--- src/rtl/debounce_pulse_gen.sv ---
// debounce_pulse_gen: turns a raw, bouncy button level into a clean one-cycle
// strobe for a downstream counter enable, with optional auto-repeat while the
// button is held. Path: 2-flop synchronizer -> debounce/repeat FSM -> output
// register stage.
module debounce_pulse_gen #(
    parameter int DB_CYCLES    = 16,  // stable samples needed to accept a level change (>= 2)
    parameter int REPEAT_DELAY = 64,  // initial pulse to first repeat pulse (> DB_CYCLES)
    parameter int REPEAT_RATE  = 16   // spacing of subsequent repeat pulses (>= 2)
) (
    input  logic clk,
    input  logic reset,      // asynchronous, active-low
    input  logic btn_in,     // raw button level, asynchronous to clk
    input  logic repeat_en,  // synchronous auto-repeat enable
    output logic pulse,      // one-cycle strobe
    output logic btn_level,  // debounced button level
    output logic held        // high while held (HELD or REPEAT)
);

    // One counter width fits every terminal count; counters never wrap.
    localparam int MAX_AB = (DB_CYCLES > REPEAT_DELAY) ? DB_CYCLES : REPEAT_DELAY;
    localparam int MAX_P  = (MAX_AB > REPEAT_RATE) ? MAX_AB : REPEAT_RATE;
    localparam int CW     = $clog2(MAX_P) + 1;

    localparam logic [CW-1:0] DB_LAST    = CW'(DB_CYCLES - 1);
    localparam logic [CW-1:0] DELAY_LAST = CW'(REPEAT_DELAY - 1);
    localparam logic [CW-1:0] RATE_LAST  = CW'(REPEAT_RATE - 1);
    localparam logic [CW-1:0] ONE        = CW'(1);

    typedef enum logic [2:0] {
        IDLE,
        PRESS_DB,
        HELD,
        REPEAT,
        RELEASE_DB
    } state_t;

    logic [1:0]    sync_q;
    logic          s;

    state_t        state, state_d;
    logic [CW-1:0] db_cnt, db_cnt_d;
    logic [CW-1:0] rpt_tmr, rpt_tmr_d;
    logic          fire, fire_d;

    // Two-flop synchronizer; only its second stage is used downstream.
    // NOTE: sequential state uses non-blocking assignments so every flop samples
    // the pre-edge values of its inputs, whatever order the blocks run in.
    always_ff @(posedge clk or negedge reset) begin
        if (!reset) begin
            sync_q <= 2'b00;
        end else begin
            sync_q <= {sync_q[0], btn_in};
        end
    end

    assign s = sync_q[1];

    // FSM state, debounce counter, repeat timer and the pulse event flag.
    always_ff @(posedge clk or negedge reset) begin
        if (!reset) begin
            state   <= IDLE;
            db_cnt  <= '0;
            rpt_tmr <= '0;
            fire    <= 1'b0;
        end else begin
            state   <= state_d;
            db_cnt  <= db_cnt_d;
            rpt_tmr <= rpt_tmr_d;
            fire    <= fire_d;
        end
    end

    // Next-state logic. Release (s=0) is tested before any repeat firing so a
    // release on the same cycle as a due repeat suppresses that pulse.
    // NOTE: every output of this block gets a default first, so no path leaves
    // a variable unassigned and no latch is inferred.
    always_comb begin
        state_d   = state;
        db_cnt_d  = db_cnt;
        rpt_tmr_d = rpt_tmr;
        fire_d    = 1'b0;

        unique case (state)
            IDLE: begin
                if (s) begin
                    state_d  = PRESS_DB;
                    db_cnt_d = ONE;
                end
            end

            PRESS_DB: begin
                if (!s) begin
                    // Bounce rejected: no pulse.
                    state_d  = IDLE;
                    db_cnt_d = '0;
                end else if (db_cnt == DB_LAST) begin
                    state_d   = HELD;
                    db_cnt_d  = '0;
                    rpt_tmr_d = '0;
                    fire_d    = 1'b1;
                end else begin
                    db_cnt_d = db_cnt + ONE;
                end
            end

            HELD: begin
                if (!s) begin
                    state_d   = RELEASE_DB;
                    db_cnt_d  = ONE;
                    rpt_tmr_d = '0;
                end else if (!repeat_en) begin
                    rpt_tmr_d = '0;
                end else if (rpt_tmr == DELAY_LAST) begin
                    state_d   = REPEAT;
                    rpt_tmr_d = '0;
                    fire_d    = 1'b1;
                end else begin
                    rpt_tmr_d = rpt_tmr + ONE;
                end
            end

            REPEAT: begin
                if (!s) begin
                    state_d   = RELEASE_DB;
                    db_cnt_d  = ONE;
                    rpt_tmr_d = '0;
                end else if (!repeat_en) begin
                    state_d   = HELD;
                    rpt_tmr_d = '0;
                end else if (rpt_tmr == RATE_LAST) begin
                    rpt_tmr_d = '0;
                    fire_d    = 1'b1;
                end else begin
                    rpt_tmr_d = rpt_tmr + ONE;
                end
            end

            RELEASE_DB: begin
                if (s) begin
                    // Release glitch: back to HELD, repeat timing restarts.
                    state_d   = HELD;
                    db_cnt_d  = '0;
                    rpt_tmr_d = '0;
                end else if (db_cnt == DB_LAST) begin
                    // Releases never pulse.
                    state_d  = IDLE;
                    db_cnt_d = '0;
                end else begin
                    db_cnt_d = db_cnt + ONE;
                end
            end

            default: begin
                state_d   = IDLE;
                db_cnt_d  = '0;
                rpt_tmr_d = '0;
            end
        endcase
    end

    // Output register stage: glitch-free outputs, all aligned to the pulse.
    always_ff @(posedge clk or negedge reset) begin
        if (!reset) begin
            pulse     <= 1'b0;
            btn_level <= 1'b0;
            held      <= 1'b0;
        end else begin
            pulse     <= fire;
            btn_level <= (state == HELD) || (state == REPEAT) || (state == RELEASE_DB);
            held      <= (state == HELD) || (state == REPEAT);
        end
    end

endmodule

--- config.mk ---
export PLATFORM = sky130hd
export DESIGN_NAME = debounce_pulse_gen
export DESIGN_NICKNAME = d
export VERILOG_FILES = /design/src/rtl/debounce_pulse_gen.sv
export SDC_FILE = /design/constraint.sdc
export NUM_CORES = 1
export LEC_CHECK = 0
export ABC_AREA = 1
export BUFFER_PORTS_ARGS = -buffer_cell sky130_fd_sc_hd__buf_2
export CAP_MARGIN = 25
export CORE_MARGIN = 2
export CORE_UTILIZATION = 40
export DETAILED_ROUTE_END_ITERATION = 7
export GPL_TIMING_DRIVEN = 0
export SYNTH_ARGS = -nofsm -noshare
export SYNTH_HDL_FRONTEND = slang
export SYNTH_SLANG_ARGS = --single-unit
--- constraint.sdc ---
create_clock -name clk -period 1.42 [get_ports clk]
set_input_delay 0.213 -clock clk [delete_from_list [all_inputs] [get_ports clk]]
set_output_delay 0.213 -clock clk [all_outputs]
set_load 0.1 [all_outputs]
==> flow_summary.ini, run 1 <==
[detailed_routing]
finalWirelength_um = 3360
viasPerCell = 5.15
dr.pass1.iters = 4
wl_per_cell_um = 13.1
ant_nets = 0
dr.first_iter.drc_count = 107
num_vias = 1323
drc_errors = 0

[die]
dieArea_mm2 = 0.00381
top_level_ports = 7
die_x_um = 61.7
core_mm2 = 0.00310
rows = 20
die_h_um = 61.7
initial_utilization_pct = 42.9

[setup_path]
startpoint_type = flop
required_ns = 1.64
critPathTopFamily = simple AND/OR/NAND/NOR gates
cp_max_fo = 3
critPathBufInv = 2
endpoint_kind = flop
crit_type = flop to flop
crit_slowest_cell = dfrtp_1
crit_arrival_ns = 1.65
slowest_delay_ns = 0.39
crit_chain = ha_2 > nand2_2 > nor2_4 > buf_6 > nand3_2 > nand2_1 > nand2_2 > nand2_1 > nand2_1 > nand2_1 > inv_1
cpMostUsedCell = nand2_1

[power_and_ir_drop]
leakagePower_nw = 0.871
pwr_density_cell_mw_per_mm2 = 1570
totalPowerFinal_w = 0.00276
peakVddDrop_mv = 0.736

[clock_network]
cts-buffers-inserted = 3
cts-htree-levels = 1
insertion_delay_ns = 0.31
cts_sinks = 23
clockBufferDepth = 2
cts_root_buf = clkbuf_4
cts_tree = yes
clkTransAtPathRegs_ns = 0.13

[min_path]
worstHoldPathType = input pin to flop

[placement]
dp.final_hpwl_um = 2030
place_congestion = 0.941
portBuffers = 6
placed_cell_area_mm2 = 0.00142
dp_cells = 234

[layout]
drive_gt1_share_pct = 32.9
fin_cells = 257
fin_nets = 220
final_util_pct = 56.7
final_area_mm2 = 0.00176
antenna_cells = 0
syn2layout_area_growth_pct = 32.1

[yosys]
ys_types = 27
synth-simple-area-share_pct = 38.1
netlist_area_mm2 = 0.00133
yosysWarnings = 0
synth_fp_nets = 190
synth_edf_count = 0
synth.mux.area_fraction_pct = 0
synth_compound_area_share_pct = 8.46
yosys.area_share.adder_pct = 1.88
synthCells = 184
ys_async_sr_fraction_pct = 100
ys_seq_area_share_pct = 43.2
synth_area_per_cell_um2 = 7.24
synth_top_family_by_area = simple AND/OR/NAND/NOR gates
synth_xor_xnor_area_share_pct = 0.658
synth-main-ff-cell = dfrtp_1
ys_ff_latch = 23

[sta]
post-route-period-util_pct = 100
tightest_slew_ns = 0.509
slew-limit-headroom_pct = 66.1
hold_viol = 0
slew_viol_final = 0
rsz0062_at_grt = yes
fin_skew_ns = 0.00365
setup_viol = 1
clock.fmax_mhz = 703
layout_min_cycle_time_ns = 1.42
setup_ws_ns = -0.00305

[global_route]
antenna_found_initial = 0
track_usage_pct = 17.8
gr-total-overflow = 0
grt_pass1_wl_um = 5020
grt_max_degree = 24
grt_pass1_vias = 1117

[outcome]
violations = negative setup slack
outcome = finished, violations left

[run]
maxCapViolCount = 0
-- timing repair --
action | 4_1_cts | 5_1_grt
hold buffers | 2 | 0
cloned | 0 | 1
pin swaps | 1 | 17
setup endpoints to repair | 15 | 17
endpoints found under the hold margin | 24 | 0
resized for setup | 10 | 31
setup buffers | 4 | 12
-- through the flow --
step                setup TNS (ns)  hold WS, ns  setup WS, ns
floorplan                        0      -0.0826        0.0333
global placement             -1.16        0.209        -0.169
detailed placement           -1.08        0.217        -0.153
CTS                              0        0.209       0.00885
global route                -0.177        0.236       -0.0549
finish                    -0.00305        0.234      -0.00305
-- routing by layer --
layer  global-route usage (%)  wire length [um]
met5                        0                 0
met4                     7.29                57
met3                     3.73               148
met2                     27.2              1660
met1                     24.7              1500
-- synthesized netlist by cell type (2+ instances only) --
cell | count | share of area, %
o22ai_1 | 2 | 0.94
nand3_1 | 16 | 6.0
nand2_2 | 3 | 1.4
nor2_1 | 19 | 5.4
o21ai_0 | 5 | 1.9
nand3_2 | 2 | 1.5
o21ai_1 | 5 | 1.9
a21oi_1 | 4 | 1.5
nor2_2 | 4 | 1.9
nand4_1 | 7 | 3.3
inv_1 | 16 | 4.5
dfrtp_1 | 23 | 43
inv_2 | 6 | 1.7
ha_1 | 2 | 1.9
nor3_1 | 2 | 0.75
nand2_1 | 57 | 16
-- worst paths after layout --
check | slack (ns) | endpoint | start | cells after the start
max | -0.003 | rpt_tmr[5] | rpt_tmr[1] | 11
min in group asynchronous | 0.38 | rpt_tmr[6] | reset | 2
min | 0.23 | rpt_tmr[4] | repeat_en | 3
max reg2reg | -0.003 | rpt_tmr[5] | rpt_tmr[1] | 11
max in group asynchronous | 0.66 | state[1] | reset | 2
min reg2reg | 0.37 | pulse | fire | 0
-- worst min-delay path: stages --
cell and delay [ns]:
buf_2 0.14, nand4_1 0.09, nand3_1 0.07
-- flip-flops by register name, indices dropped and copies added, names as in the netlist --
register   count
sync_q         2
db_cnt         7
btn_level      1
pulse          1
fire           1
state          3
held           1
rpt_tmr        7
-- power breakdown --
part           total, W  leakage [nW]  internal [W]  switching [W]
Combinational   0.00158         0.548      0.000564        0.00102
Clock          0.000309        0.0177      0.000105       0.000204
Sequential     0.000870         0.305      0.000770       0.000100
Total           0.00276         0.871       0.00144        0.00132
-- layout make-up --
type | instances | area (um2)
buffer | 2 | 18.8
clock buffer | 3 | 22.5
clock inverter | 1 | 5.00
fill | 291 | 1340
inverter | 23 | 86.3
multi-input combinational | 137 | 820
sequential | 23 | 578
tap | 44 | 55.1
timing repair buffer | 24 | 174
-- cells by family after synthesis --
kind of cell | after synthesis
AOI/OAI and AO/OA | 20
adders and majority gates | 2
and+or+nand+nor | 113
buffers and inverters | 25
xor gates and xnor gates | 1
DFF | 23
-- placed cells by master (no fill, tap or decap), drive strengths merged, types with 2 or more instances in the layout --
cell type and instances:
o21ai 11, dlygate4sd3 2, a21oi 4, nor2 23
buf 23, nand3 18, nand4 7, nor3 2
o22ai 2, dfrtp 23, ha 2, nand2 62
clkinv 2, clkbuf 4, inv 22
(Power assumes the default switching activity.)
==> inputs of run 2 (changes only) <==
--- a/config.mk
+++ b/config.mk
@@ -5,11 +5,10 @@
 export SDC_FILE = /design/constraint.sdc
 export NUM_CORES = 1
 export LEC_CHECK = 0
-export ABC_AREA = 1
 export BUFFER_PORTS_ARGS = -buffer_cell sky130_fd_sc_hd__buf_2
 export CAP_MARGIN = 25
 export CORE_MARGIN = 2
-export CORE_UTILIZATION = 40
+export CORE_UTILIZATION = 25
 export DETAILED_ROUTE_END_ITERATION = 7
 export GPL_TIMING_DRIVEN = 0
 export SYNTH_ARGS = -nofsm -noshare
==> flow_summary.ini, run 2 <==
[outcome]
outcome = finished, violations left
violations = negative setup slack

[yosys]
synthCells = 133
synth_common_cells = dfrtp_1, nand2_1, o21ai_0
synth_fp_nets = 139
synth_area_per_cell_um2 = 9.60
synth.top_cell.area_share_pct = 45.1
synth-main-ff-cell = dfrtp_1
ys_types = 43
synth.most_common_cell = dfrtp_1
ys_ff_latch = 23
ys_async_sr_fraction_pct = 100
yosysWarnings = 0
yosysTopAreaCell = dfrtp_1
synth_edf_count = 0
ys_seq_area_share_pct = 45.1
netlist_area_mm2 = 0.00128
synth.area.top_cells = dfrtp_1, o21ai_0, a21oi_1

[layout]
fin_nets = 171
drive_gt1_share_pct = 42.7
top_regs = db_cnt (7), rpt_tmr (7), state (3)
final_area_mm2 = 0.00177
layout_commonest_cell = buf_4
final_util_pct = 35.4
antenna_cells = 0
fin_cells = 234
mostFrequentLayoutCells = buf_4, dfrtp_1, nand2_1, nor2_1
syn2layout_area_growth_pct = 38.9

[setup_path]
cp_max_fo = 7
required_ns = 1.61
crit_arrival_ns = 1.74
crit_slowest_cell = dfrtp_2
crit_type = flop to flop
critPathBufInv = 1
slowest_delay_ns = 0.45
crit_chain = buf_6 > or2_4 > a221oi_4 > o21ai_1 > o31ai_1
startpoint_type = flop
endpoint_kind = flop
critPathTopFamily = compound AO/OA/AOI/OAI gates

[sta]
setup_viol = 15
slew_viol_final = 0
tightest_slew_ns = 0.546
setup_ws_ns = -0.127
hold_viol = 0
fin_skew_ns = 0.00649
rsz0062_at_grt = yes
clock.fmax_mhz = 646
layout_min_cycle_time_ns = 1.55
slew-limit-headroom_pct = 63.6
post-route-period-util_pct = 109

[placement]
place_congestion = 0.881
dp_cells = 209
portBuffers = 6
placed_cell_area_mm2 = 0.00139
dp.final_hpwl_um = 1850

[power_and_ir_drop]
p_int_w = 0.000946
leakagePower_nw = 0.701
switchingPower_w = 0.000341
p_sw_share_pct = 26.5
combPwrFrac_pct = 12.7
power_frac_clock_pct = 34.5
sequentialPowerShare_pct = 52.8
peakVddDrop_mv = 0.304
pwr_density_cell_mw_per_mm2 = 726

[die]
dieArea_mm2 = 0.00569
core_mm2 = 0.00501
die_h_um = 75.5
initial_utilization_pct = 25.5
top_level_ports = 7
rows = 26
die_x_um = 75.5

[global_route]
gr-total-overflow = 0
globalRouteMet1Util_pct = 16.9
antenna_found_initial = 0
grt_busiest_layer = met2
met3_usage_pct = 2.25
use_met2_pct = 18.4
grt_max_degree = 24
grt_pass1_wl_um = 5210
grt_pass1_vias = 1084
track_usage_pct = 12.1

[clock_network]
clockBufferDepth = 2
cts_sinks = 23
cts-buffers-inserted = 3
clkTransAtPathRegs_ns = 0.10
cts_tree = yes
cts-htree-levels = 1
insertion_delay_ns = 0.27
cts_root_buf = clkbuf_8

[detailed_routing]
dr.first_iter.drc_count = 137
ant_nets = 0
finalWirelength_um = 3450
viasPerCell = 5.12
wl_per_cell_um = 14.7
drc_errors = 0
dr.pass1.iters = 6
num_vias = 1197

[run]
maxCapViolCount = 0

[min_path]
worstHoldPathType = input pin to flop
## run 2: changes by cell type after synthesis, moves of 3 or more
cell     delta
nand2_1    -44
inv_1      -13
nor2_1     -10
nand3_1     -8
o21ai_0     +8
a21oi_1     +7
inv_2       -6
nand4_1     -6
nor2b_1     +5
o21ai_1     -5
nor2_2      -4
or3_1       +4
nand2_2     -3
xnor2_1     +3
## run 2: layout make-up
class	instances	area, um2
inverter	3	11.3
clock inverter	1	7.51
timing repair buffer	27	205
clock buffer	3	41.3
tap	70	87.6
fill	511	3240
multi-input combinational	103	802
sequential	23	584
buffer	4	33.8
## run 2: what timing repair did
action / in CTS / in global routing
setup endpoints to repair: 17 / 18
pin swaps: 13 / 10
hold buffers: 1 / 0
setup buffers: 15 / 6
endpoints found under the hold margin: 23 / 0
cloned: 1 / 0
gates resized for setup: 23 / 33
## run 2: stage by stage
| step | TNS [ns] | setup slack, ns | total power [W] | hold WS (ns) |
|---|---|---|---|---|
| 6_report | -1.39 | -0.127 | 0.00129 | 0.0419 |
| 5_1_grt | -2.66 | -0.202 | 0.00133 | 0.0386 |
| 4_1_cts | -0.822 | -0.104 | 0.00124 | 0.0456 |
| 3_5_place_dp | -3.16 | -0.355 | 0.000786 | 0.227 |
| 3_3_place_gp | -3.01 | -0.346 | 0.000786 | 0.225 |
| 2_1_floorplan | -0.216 | -0.0510 | 0.000752 | -0.0826 |
## run 2: power groups by stage
stage	clock (W)	combinational [W]	sequential [W]
2_1_floorplan	0	0.0000610	0.000691
5_1_grt	0.000475	0.000176	0.000681
4_1_cts	0.000435	0.000132	0.000677
3_3_place_gp	0	0.0000907	0.000695
3_5_place_dp	0	0.0000906	0.000696
6_report	0.000445	0.000163	0.000680
## run 2: final timing paths
kind / from / cells past startpoint / end / slack [ns]
setup / recovery: sync_q[1] / 5 / rpt_tmr[4] / -0.13
hold / removal: btn_in / 1 / sync_q[0] / 0.04
setup reg to reg: sync_q[1] / 5 / rpt_tmr[4] / -0.13
hold reg to reg: fire / 0 / pulse / 0.36
max in group asynchronous: reset / 2 / db_cnt[0] / 0.57
min in group asynchronous: reset / 2 / rpt_tmr[2] / 0.45
## run 2: cells by family (layout without fill, tap and decap cells)
logic type | Yosys count | after routing | share of synthesized area [%]
simple gates | 60 | 60 | 27.8
xor+xnor | 3 | 3 | 2.06
compound gates | 38 | 38 | 20.3
flops | 23 | 23 | 45.1
fa+ha+maj | 2 | 2 | 1.96
buf+inv | 7 | 38 | 2.74
## run 2: routing by layer
metal,wire (um),up-vias
met2,1650,40
li1,-,555
met5,0,-
met3,124,11
met1,1590,591
met4,88,0
